--- config.mk ---
export PLATFORM = sky130hd
export DESIGN_NAME = standoff_round_ctrl
export DESIGN_NICKNAME = d
export VERILOG_FILES = /design/src/rtl/standoff_pkg.sv /design/src/rtl/standoff_choice_latch.sv /design/src/rtl/standoff_round_ctrl.sv
export SDC_FILE = /design/constraint.sdc
export NUM_CORES = 1
export LEC_CHECK = 0
export ABC_AREA = 1
export CORE_MARGIN = 1
export CORE_UTILIZATION = 50
export CTS_BUF_LIST = sky130_fd_sc_hd__clkbuf_8
export CTS_CLUSTER_DIAMETER = 200
export DETAILED_ROUTE_END_ITERATION = 8
export PLACE_DENSITY = 0.7
export REMOVE_ABC_BUFFERS = 1
export SLEW_MARGIN = 10
export SYNTH_ARGS = -nofsm -noshare
export SYNTH_HDL_FRONTEND = slang
export SYNTH_SLANG_ARGS = --single-unit
--- constraint.sdc ---
create_clock -name clk -period 4.4 [get_ports clk]
set_clock_uncertainty 0.2 [all_clocks]
set_input_delay 0.88 -clock clk [delete_from_list [all_inputs] [get_ports clk]]
set_output_delay 0.88 -clock clk [all_outputs]
set_load 0.03 [all_outputs]
--- src/rtl/standoff_pkg.sv ---
// rtl/standoff_pkg.sv - shared encodings and helpers for the standoff game sequencer
package standoff_pkg;

  typedef enum logic [3:0] {
    CH_BLANK  = 4'd10,
    CH_RELOAD = 4'd11,
    CH_SHIELD = 4'd12,
    CH_SHOOT  = 4'd13,
    CH_READY  = 4'd14
  } choice_t;

  typedef enum logic [2:0] {
    S_IDLE,
    S_COLLECT,
    S_REVEAL,
    S_RESOLVE,
    S_OVER
  } state_t;

  localparam logic [1:0] WIN_NONE = 2'b00;
  localparam logic [1:0] WIN_P1   = 2'b01;
  localparam logic [1:0] WIN_P2   = 2'b10;
  localparam logic [1:0] WIN_DRAW = 2'b11;

  // Button bit order is {shoot, shield, reload}
  localparam logic [2:0] BTN_RELOAD = 3'b001;
  localparam logic [2:0] BTN_SHIELD = 3'b010;
  localparam logic [2:0] BTN_SHOOT  = 3'b100;

  function automatic logic is_one_hot(input logic [2:0] v);
    return (v == BTN_RELOAD) || (v == BTN_SHIELD) || (v == BTN_SHOOT);
  endfunction

  function automatic choice_t btn_to_choice(input logic [2:0] v);
    case (v)
      BTN_RELOAD: return CH_RELOAD;
      BTN_SHOOT:  return CH_SHOOT;
      default:    return CH_SHIELD;
    endcase
  endfunction

endpackage

--- src/rtl/standoff_choice_latch.sv ---
// rtl/standoff_choice_latch.sv - per-player choice capture with lock, timeout default and display mux
module standoff_choice_latch
  import standoff_pkg::*;
(
  input  logic       clk,
  input  logic       reset,
  input  logic       clear,
  input  logic       collect,
  input  logic       timeout,
  input  logic       show_real,
  input  logic [2:0] btn,
  output logic       locked,
  output choice_t    choice,
  output choice_t    dchoice
);

  // A real press in the timeout cycle takes priority over the SHIELD default
  always_ff @(posedge clk) begin
    if (reset || clear) begin
      locked <= 1'b0;
      choice <= CH_SHIELD;
    end else if (collect && !locked) begin
      if (is_one_hot(btn)) begin
        locked <= 1'b1;
        choice <= btn_to_choice(btn);
      end else if (timeout) begin
        locked <= 1'b1;
        choice <= CH_SHIELD;
      end
    end
  end

  always_comb begin
    dchoice = CH_BLANK;
    if (show_real)
      dchoice = choice;
    else if (locked)
      dchoice = CH_READY;
  end

endmodule

--- src/rtl/standoff_round_ctrl.sv ---
// rtl/standoff_round_ctrl.sv - two-player standoff round FSM, shared timer, lives/ammo and resolution
module standoff_round_ctrl
  import standoff_pkg::*;
#(
  parameter logic [1:0]  START_LIVES    = 2'd3,
  parameter logic [1:0]  MAX_AMMO       = 2'd3,
  parameter logic [31:0] CHOICE_TIMEOUT = 32'd500_000_000,
  parameter logic [31:0] REVEAL_CYCLES  = 32'd200_000_000
) (
  input  logic       clk,
  input  logic       reset,
  input  logic       start,
  input  logic [2:0] p1_btn,
  input  logic [2:0] p2_btn,
  output logic [3:0] p1_dchoice,
  output logic [3:0] p2_dchoice,
  output logic [1:0] p1lives,
  output logic [1:0] p2lives,
  output logic [1:0] p1_ammo,
  output logic [1:0] p2_ammo,
  output logic       game_over,
  output logic [1:0] winner
);

  state_t      state_q, state_d;
  logic [31:0] timer_q;
  logic        lock1, lock2;
  choice_t     c1, c2, d1, d2;
  logic        restart, timeout, show_real, clear_locks;
  logic        fire1, fire2;
  logic [1:0]  l1_n, l2_n, a1_n, a2_n;

  assign restart   = start && (state_q == S_IDLE || state_q == S_OVER);
  assign timeout   = (state_q == S_COLLECT) && (timer_q == CHOICE_TIMEOUT - 32'd1);
  assign show_real = (state_q == S_REVEAL) || (state_q == S_RESOLVE) || (state_q == S_OVER);

  standoff_choice_latch u_p1 (
    .clk(clk), .reset(reset), .clear(clear_locks), .collect(state_q == S_COLLECT),
    .timeout(timeout), .show_real(show_real), .btn(p1_btn),
    .locked(lock1), .choice(c1), .dchoice(d1)
  );

  standoff_choice_latch u_p2 (
    .clk(clk), .reset(reset), .clear(clear_locks), .collect(state_q == S_COLLECT),
    .timeout(timeout), .show_real(show_real), .btn(p2_btn),
    .locked(lock2), .choice(c2), .dchoice(d2)
  );

  // Round outcome, computed from pre-round lives/ammo for both players at once
  always_comb begin
    fire1 = (c1 == CH_SHOOT) && (p1_ammo != 2'd0);
    fire2 = (c2 == CH_SHOOT) && (p2_ammo != 2'd0);
    a1_n  = p1_ammo;
    a2_n  = p2_ammo;
    l1_n  = p1lives;
    l2_n  = p2lives;
    if (c1 == CH_RELOAD)
      a1_n = (p1_ammo == MAX_AMMO) ? p1_ammo : p1_ammo + 2'd1;
    else if (fire1)
      a1_n = p1_ammo - 2'd1;
    if (c2 == CH_RELOAD)
      a2_n = (p2_ammo == MAX_AMMO) ? p2_ammo : p2_ammo + 2'd1;
    else if (fire2)
      a2_n = p2_ammo - 2'd1;
    if (fire1 && c2 != CH_SHIELD && p2lives != 2'd0)
      l2_n = p2lives - 2'd1;
    if (fire2 && c1 != CH_SHIELD && p1lives != 2'd0)
      l1_n = p1lives - 2'd1;
  end

  always_comb begin
    state_d = state_q;
    case (state_q)
      S_IDLE:    if (start) state_d = S_COLLECT;
      S_COLLECT: if (lock1 && lock2) state_d = S_REVEAL;
      S_REVEAL:  if (timer_q == REVEAL_CYCLES - 32'd1) state_d = S_RESOLVE;
      S_RESOLVE: state_d = (l1_n == 2'd0 || l2_n == 2'd0) ? S_OVER : S_COLLECT;
      S_OVER:    if (start) state_d = S_COLLECT;
      default:   state_d = S_IDLE;
    endcase
  end

  assign clear_locks = restart || (state_q == S_RESOLVE && state_d == S_COLLECT);

  always_ff @(posedge clk) begin
    if (reset) begin
      state_q <= S_IDLE;
      timer_q <= 32'd0;
      p1lives <= START_LIVES;
      p2lives <= START_LIVES;
      p1_ammo <= 2'd0;
      p2_ammo <= 2'd0;
      winner  <= WIN_NONE;
    end else begin
      state_q <= state_d;
      if (state_d != state_q)
        timer_q <= 32'd0;
      else if (timer_q != '1)
        timer_q <= timer_q + 32'd1;
      if (restart) begin
        p1lives <= START_LIVES;
        p2lives <= START_LIVES;
        p1_ammo <= 2'd0;
        p2_ammo <= 2'd0;
        winner  <= WIN_NONE;
      end else if (state_q == S_RESOLVE) begin
        p1lives <= l1_n;
        p2lives <= l2_n;
        p1_ammo <= a1_n;
        p2_ammo <= a2_n;
        if (l1_n == 2'd0 && l2_n == 2'd0)
          winner <= WIN_DRAW;
        else if (l2_n == 2'd0)
          winner <= WIN_P1;
        else if (l1_n == 2'd0)
          winner <= WIN_P2;
      end
    end
  end

  assign p1_dchoice = d1;
  assign p2_dchoice = d2;
  assign game_over  = (state_q == S_OVER);

endmodule

==> results.cfg <==
[run_status]
outcome = complete, no violations

[yosys]
synth_area_leaders = dfxtp_1 (32%), nand2_1 (12%), nor2_1 (9.2%)
synth_mux_area_share_pct = 0
avgSynthCellArea_sq_um = 6.55
synth_top_area_share_pct = 32.3
synth_adder_area_share_pct = 1.14
synth-simple-area-share_pct = 42.5
synth_area_leader_cell = dfxtp_1
synth_cell_types = 30
synthArstFlopShare_pct = 0
synth-compound-area-share_pct = 6.62
yosys_warnings = 0
synth.ff_latch_count = 53
synth_top_flop_cell = dfxtp_1
synth_top_family_by_area = simple AND/OR/NAND/NOR gates
synth-edff-count = 0
syn_area_sq_um = 3290
synthXorXnorAreaFrac_pct = 7.19
syn-instance-count = 502
ys_seq_area_share_pct = 32.3

[drt]
viasPerCell = 5.14
route.detailed.drc = 0
routedWlPerCell_um = 12.3
ant_nets = 0
num_vias = 3120
drt_wl_total_um = 7470
drt_iter0_markers = 115
first_pass_iters = 4

[floorplan]
rows = 29
start_util_pct = 51.8
core_region_area_sq_um = 6350
die_area_sq_um = 6910
dieHeight_um = 83.1
io_pins = 28
die_w_um = 83.1

[clock_tree]
cts_tree = yes
cts_root_buf = clkbuf_8
clk_path_buf_depth = 2
cts.repair.resized = 0
clk_latency_ps = 300
post_cts_buffers = 0
clk_pin_slew_ps = 90
htreeDepth = 2
cts_buffers = 5
hold_buffers = 0
cts.sinks = 53

[critical_path]
worstPathRequired_ps = 3320
worstSetupPathType = reg2out
crit_path_max_fanout = 5
end_kind = output pin
cp.arrival_ps = 2290
startpoint_type = flip-flop

[sta]
finalSetupTns_ps = 0
max_clock_freq_mhz = 297
finalCritPeriodShare_pct = 76.6
period_minus_slack_ps = 3370
worst-slew-pin-transition_ps = 519
slew_headroom_pct = 65.4
setup_viol = 0
finalHoldViolations = 0
drv_slew = 0
rsz0062_at_grt = no

[power]
comb_power_share_pct = 7.6
seqPwrFrac_pct = 60.2
swShare_pct = 24.6
p_sw_w = 0.000200
p_per_area_nw_per_um2 = 221
p_int_w = 0.000611
p_leak_nw = 1.47
clkPwrFrac_pct = 32.3
ir_drop_uv = 156

[global_route]
gr-usage-all-layers_pct = 22.8
grt_pass1_wl_um = 12900
antenna_found_initial = 0
grt_max_degree = 33
grt_overflow = 0
first_global_vias = 3027

[place]
dp_hpwl_um = 5880
place.gp.congestion = 0.937
placed_area_sq_um = 3580
place_inst = 599
portBuffers = 25

[cells_and_area]
layout_commonest_cell = nand2_1
drive_above_1_share_pct = 11.5
stdcell_area_sq_um = 3660
diodes = 0
final_cell_mix = nand2_1 (101), nor2_1 (81), inv_1 (66), dfxtp_1 (53), nor2_2 (35)
syn2layout_area_growth_pct = 11.3
layout.nets = 541
final_cell_count_no_fill = 607

[min_path]
hp-class = reg2reg

[run]
max_cap_violations = 0
## cells by family (layout without fill, tap and decap cells)
group,count (synthesis),count (layout)
compound gates,40,40
flops,53,53
simple gates,300,300
xor+xnor,27,27
buf+inv,78,105
other cells,1,2
fa+ha+maj,3,3
## power by group through the flow
stage,registers (W),clock network (W),logic (W)
2_1_floorplan,0.000498,0,0.0000414
3_3_place_gp,0.000499,0,0.0000608
3_5_place_dp,0.000499,0,0.0000618
4_1_cts,0.000488,0.000272,0.0000621
5_1_grt,0.000489,0.000294,0.0000680
6_report,0.000488,0.000262,0.0000616
## cell type report
cell class / instances / area (sq um)
fillers: 626 / 2690
multi-input cells: 372 / 1900
flip-flops and latches: 53 / 1060
inverters: 71 / 268
repair buffers: 26 / 258
well taps: 77 / 96.3
clock buffers: 5 / 68.8
clock inverters: 3 / 13.8
## worst paths after layout
check	from	endpoint	slack, ps	cells after the start
worst max register to register	timer_q[0]	timer_q[8]	1910	11
worst max-delay path	state_q[0]	p1_dchoice[2]	1030	7
worst min-delay path	winner[1]	winner[1]	270	2
worst min register to register	winner[1]	winner[1]	270	2
## registers in the layout (all words and copies together), names as in the netlist
name / cells
timer_q: 32
state_q: 3
u_p1.choice: 3
u_p2.choice: 3
p1_ammo: 2
p1lives: 2
p2_ammo: 2
p2lives: 2
winner: 2
u_p1.locked: 1
u_p2.locked: 1
## stage by stage
step / utilization [%] / setup WS, ps / power [W] / hold WS [ps]
after floorplan: - / 1450 / 0.000539 / 254
after global placement: 56.4 / 1480 / 0.000560 / 254
after detailed placement: 56.4 / 1380 / 0.000561 / 267
after CTS: 57.7 / 1030 / 0.000822 / 279
after global routing: 57.7 / 872 / 0.000851 / 292
final: 57.7 / 1030 / 0.000811 / 268
## synth_stat cells (2+ instances only)
| master | n |
|---|---|
| a21oi_1 | 21 |
| a31oi_1 | 2 |
| buf_4 | 3 |
| buf_6 | 4 |
| dfxtp_1 | 53 |
| ha_1 | 3 |
| inv_1 | 65 |
| inv_2 | 5 |
| nand2_1 | 101 |
| nand2_2 | 2 |
| nand3_1 | 26 |
| nand3_2 | 4 |
| nand4_1 | 13 |
| nor2_1 | 81 |
| nor2_2 | 35 |
| nor2_4 | 3 |
| nor3_1 | 28 |
| nor3_2 | 3 |
| nor4_1 | 2 |
| o211ai_1 | 3 |
| o21ai_0 | 11 |
| xnor2_1 | 6 |
| xor2_1 | 21 |
## worst max-delay path, cell delays in order, from the launching register on
cell and delay, ps:
dfxtp_1 420, nor2_1 90, inv_1 90, nor2_1 60, a21oi_1 320, inv_1 150, o21ai_0 180, clkdlybuf4s50_1 690
## layer usage
layer	up-vias	wire length, um	track usage, %
li1	1642	-	-
met1	1398	3400	27.1
met2	63	3650	41.0
met3	17	194	3.18
met4	0	214	9.25
met5	-	0	0
(Power assumes the default switching activity.)
